[config.mk]
export PLATFORM = sky130hd
export DESIGN_NAME = oam_dma_controller
export DESIGN_NICKNAME = d
export VERILOG_FILES = /design/src/rtl/ppu_pkg.sv /design/src/rtl/oam_dma_controller.sv
export SDC_FILE = /design/constraint.sdc
export NUM_CORES = 1
export LEC_CHECK = 0
export BUFFER_PORTS_ARGS = -buffer_cell sky130_fd_sc_hd__buf_2
export CAP_MARGIN = 15
export CORE_ASPECT_RATIO = 1.75
export CORE_MARGIN = 2
export CORE_UTILIZATION = 45
export DETAILED_ROUTE_END_ITERATION = 10
export GPL_TIMING_DRIVEN = 0
export PLACE_DENSITY = 0.84
export SYNTH_ARGS = -nofsm -noshare
export SYNTH_HDL_FRONTEND = slang
export SYNTH_SLANG_ARGS = --single-unit
export TNS_END_PERCENT = 30
[constraint.sdc]
create_clock -name clock -period 1.9 [get_ports clock]
set_clock_uncertainty 0.15 [all_clocks]
set_input_delay 0.19 -clock clock [delete_from_list [all_inputs] [get_ports clock]]
set_output_delay 0.19 -clock clock [all_outputs]
set_load 0.01 [all_outputs]
[src/rtl/ppu_pkg.sv]
// Shared PPU-side definitions: OAM DMA state encoding and the register
// addresses that the DMA engine and the PPU register decoder agree on.
package ppu_pkg;

  typedef enum logic [2:0] {
    IDLE  = 3'd0,
    HALT  = 3'd1,
    ALIGN = 3'd2,
    READ  = 3'd3,
    WRITE = 3'd4
  } dma_state_t;

  localparam logic [15:0] OAMDMA_ADDR  = 16'h4014;
  localparam logic [15:0] OAMDATA_ADDR = 16'h2004;

endpackage

[src/rtl/oam_dma_controller.sv]
// $4014 sprite DMA: halts the CPU and copies page {data,8'h00} into OAM
// through 256 read/write pairs aimed at OAMDATA, one CPU cycle per clock_EN.
module oam_dma_controller #(
  parameter logic [15:0] OAMDMA_ADDR  = ppu_pkg::OAMDMA_ADDR,
  parameter logic [15:0] OAMDATA_ADDR = ppu_pkg::OAMDATA_ADDR
) (
  input  logic        clock,
  input  logic        reset_n,
  input  logic        clock_EN,
  input  logic [15:0] cpuAddress,
  input  logic        cpuRW,
  input  logic [7:0]  cpuData_IN,
  input  logic [7:0]  busData_IN,
  output logic        cpuHalt,
  output logic        dmaBusOwn,
  output logic [15:0] dmaAddress,
  output logic        dmaRW,
  output logic [7:0]  dmaData_OUT,
  output logic        dmaBusy
);

  ppu_pkg::dma_state_t state_q, state_d;
  logic       parity_q;
  logic [7:0] index_q, index_d;
  logic [7:0] page_q, page_d;
  logic [7:0] latch_q, latch_d;

  always_ff @(posedge clock) begin
    if (!reset_n) begin
      state_q  <= ppu_pkg::IDLE;
      parity_q <= 1'b0;
      index_q  <= 8'h00;
      page_q   <= 8'h00;
      latch_q  <= 8'h00;
    end else if (clock_EN) begin
      state_q  <= state_d;
      parity_q <= ~parity_q;
      index_q  <= index_d;
      page_q   <= page_d;
      latch_q  <= latch_d;
    end
  end

  always_comb begin
    state_d = state_q;
    index_d = index_q;
    page_d  = page_q;
    latch_d = latch_q;
    case (state_q)
      ppu_pkg::IDLE: begin
        if (cpuAddress == OAMDMA_ADDR && !cpuRW) begin
          page_d  = cpuData_IN;
          index_d = 8'h00;
          state_d = ppu_pkg::HALT;
        end
      end
      // parity_q=1 now means the following cycle is a get cycle.
      ppu_pkg::HALT:  state_d = parity_q ? ppu_pkg::READ : ppu_pkg::ALIGN;
      ppu_pkg::ALIGN: state_d = ppu_pkg::READ;
      ppu_pkg::READ: begin
        latch_d = busData_IN;
        state_d = ppu_pkg::WRITE;
      end
      ppu_pkg::WRITE: begin
        index_d = index_q + 8'h01;
        state_d = (index_q == 8'hFF) ? ppu_pkg::IDLE : ppu_pkg::READ;
      end
      default: state_d = ppu_pkg::IDLE;
    endcase
  end

  always_comb begin
    cpuHalt     = (state_q != ppu_pkg::IDLE);
    dmaBusy     = (state_q != ppu_pkg::IDLE);
    dmaBusOwn   = 1'b0;
    dmaRW       = 1'b0;
    dmaAddress  = 16'h0000;
    dmaData_OUT = 8'h00;
    if (state_q == ppu_pkg::READ) begin
      dmaBusOwn  = 1'b1;
      dmaRW      = 1'b1;
      dmaAddress = {page_q, index_q};
    end else if (state_q == ppu_pkg::WRITE) begin
      dmaBusOwn   = 1'b1;
      dmaAddress  = OAMDATA_ADDR;
      dmaData_OUT = latch_q;
    end
  end

endmodule

==> run_results.csv <==
group,metric,value,unit
drt,vias_per_cell,5.619,
drt,top_layer,"met4",
yosys,synth_seq_cells,28,
power,p_per_area,487.5,mW/mm2
yosys,synth_edf_count,0,
clock_tree,cts-root-buf,"clkbuf_8",
yosys,syn-num-nets,234,
worst_hold_path,hold_class,"in2reg",
clock_tree,htree_num_levels,1,
place,hpwlAfterDp,3.176,mm
yosys,synth_area_per_cell,8.187,um2
drt,antenna_left,0,
critical_path,cp-start-kind,"register",
yosys,syn_inst,197,
drt,drtPass1Iterations,4,
critical_path,worstPathRequired,1.56,ns
grt,grt_pass1_vias,1664,
floorplanning,coreArea,0.003398,mm2
sta,drv_slew,0,
power,finalPower,1039,uW
finish,num_antenna_cells,0,
place,dpl_cell_area,0.001979,mm2
clock_tree,worstSkewPairLatency,0.27,ns
grt,grt_pass1_wl,7.024,mm
clock_tree,cts_sinks,28,
clock_tree,clockBufferDepth,2,
run_status,outcome,"completed",
sta,post-route-period-util,97.06,%
floorplanning,initial_utilization,47.46,%
floorplanning,die_w,49.26,um
critical_path,crit_type,"reg2out",
clock_tree,tritoncts,"built",
sta,period_minus_slack,1.844,ns
grt,grt_max_degree,16,
clock_tree,path_clk_slew,0.09,ns
drt,wire_per_inst,14.00,um
floorplanning,die_h,83.20,um
grt,gr-total-overflow,0,
yosys,syn-cell-area,0.001613,mm2
yosys,synth_top_area_share,34.76,%
grt,grt.total_usage,21.01,%
clock_tree,cts_inserted_buffers,3,
drt,drt-met1-wl,1.600,mm
floorplanning,die_area,0.004098,mm2
finish,fin_util,62.70,%
yosys,synth_flop_cell,"dfxtp_1",
yosys,asyncSetResetFlopFracSynth,0,%
yosys,yosysWarnings,0,
finish,postLayoutCellArea,0.002131,mm2
job,maxCapViolations,0,
yosys,yosysTopAreaCell,"dfxtp_1",
finish,area_growth_syn_to_layout,32.12,%
drt,totalWireLength,4.411,mm
sta,setup_tns,0,ns
critical_path,arrival,1.50,ns
power,max-vdd-ir-drop,516.9,uV
floorplanning,io_pins,64,
sta,worstMarginPinSlew,0.4643,ns
sta,timing.slew.headroom,69.04,%
sta,setup_viol,0,
floorplanning,rows,28,
place,gp_congestion,0.8570,
power,p_leak,0.0009379,uW
drt,wl_met3,291,um
place,portBuffers,62,
sta,fin_ws,0.05587,ns
finish,fillers,320,
finish,final_layout_size_suffix_gt1_share,35.56,%
yosys,synthTopCellsByArea,"dfxtp_1, and2_1, nand3_1",
drt,vias,1770,
place,post-place-ws,0.06566,ns
drt,met2WireLength,2.427,mm
sta,timing.fmax,542.3,MHz
sta,hold_violations,0,
finish,layout.nets,308,
yosys,synthDistinctLibCells,46,
grt,antenna_found_initial,0,
yosys,ys_seq_area_share,34.76,%
critical_path,cp_max_fo,10,
critical_path,worstSetupEndpointType,"output pin",
drt,drc,0,
drt,drt_iter0_drc,47,
[per-stage QoR]
stage | hold slack [ns] | cells
2_1_floorplan | 0.1799 | 197
4_1_cts | 0.002147 | 309
5_1_grt | 0.01200 | 315
3_5_place_dp | 0.2983 | 304
3_3_place_gp | 0.2904 | 304
6_report | 0.001809 | 315
[layout make-up]
| type | count | area, um2 | share of cell area (%) |
|---|---|---|---|
| buffer | 16 | 116.4 | 5.461 |
| clock buffer | 4 | 55.05 | 2.584 |
| inverter | 3 | 11.26 | 0.5285 |
| multi-input combinational | 150 | 952.2 | 44.69 |
| sequential | 28 | 561.8 | 26.37 |
| tap | 45 | 56.30 | 2.642 |
| timing repair buffer | 69 | 377.9 | 17.73 |
[path summary, 6_finish.rpt]
kind	cells after the start	slack (ns)	to	startpoint
worst min register to register	2	0.32	latch_q[5]	latch_q[5]
worst max-delay path	6	0.06	dmaAddress[12]	state_q[0]
worst min-delay path	3	0.002	latch_q[3]	busData_IN[3]
worst max register to register	5	0.09	state_q[1]	index_q[1]
[power breakdown]
| group | internal, uW | total, uW | switching (uW) |
|---|---|---|---|
| registers | 589 | 590 | 1.59 |
| clock network | 186 | 369 | 184 |
| logic | 40.2 | 79.4 | 39.2 |
| total | 814 | 1040 | 224 |
[logic make-up after synthesis]
group / synth area share (%)
multiplexers: 2.638
AO/OA/AOI/OAI: 18.93
XOR/XNOR: 0.5432
AND/OR/NAND/NOR: 35.76
adder cells (fa/ha/maj): 0.7757
flip-flops: 34.76
buffers and inverters: 6.594
[placed cells by master (no fill, tap or decap), types with 2 or more instances in the layout]
cell / synthesis / routed
buf_2: 4 / 65
dfxtp_1: 28 / 27
and2_1: 23 / 23
nand2_1: 19 / 19
nand3_1: 15 / 15
o21ai_0: 14 / 14
a21oi_1: 13 / 13
nand4_1: 9 / 9
buf_4: 4 / 8
o31ai_1: 8 / 8
nor2_1: 7 / 7
clkbuf_8: 0 / 5
buf_6: 2 / 4
nand2b_1: 4 / 4
clkbuf_1: 5 / 3
a31oi_1: 3 / 3
a21o_1: 2 / 2
and3_1: 2 / 2
inv_1: 2 / 2
nand4b_1: 2 / 2
mux2_2: 2 / 2
a311oi_1: 2 / 2
mux2i_1: 2 / 2
o21ai_1: 2 / 2
[flip-flops by register name (all words and copies together) (netlist names)]
name / count
page_q: 8
parity_q: 1
state_q: 3
latch_q: 8
index_q: 8
[timing repair]
| action | 4_1_cts | 5_1_grt |
|---|---|---|
| setup buffers | 1 | 5 |
| pin swaps | 0 | 1 |
| hold buffers | 0 | 1 |
| resized for setup | 7 | 2 |
| hold endpoints to repair | 0 | 1 |
| setup endpoints to repair | 21 | 12 |
[per-layer routing]
metal | track usage, % | vias up
li1 | - | 866
met1 | 21.90 | 810
met2 | 38.94 | 86
met3 | 3.237 | 8
met4 | 10.65 | 0
met5 | 0 | -
[cells in the mapped netlist (2+ instances only)]
cell	n
dfxtp_1	28
and2_1	23
nand2_1	19
nand3_1	15
o21ai_0	14
a21oi_1	13
nand4_1	9
o31ai_1	8
nor2_1	7
clkbuf_1	5
buf_2	4
buf_4	4
nand2b_1	4
a31oi_1	3
a21o_1	2
a311oi_1	2
and3_1	2
buf_6	2
inv_1	2
mux2_2	2
mux2i_1	2
nand4b_1	2
o21ai_1	2
[critical path, stage by stage (launching register included)]
cell and delay [ns]:
dfxtp_1 0.32, buf_6 0.13, and3b_1 0.18, buf_6 0.14, clkbuf_8 0.16, and2_1 0.17
buf_2 0.14
Power figures use the tool's default switching activity.
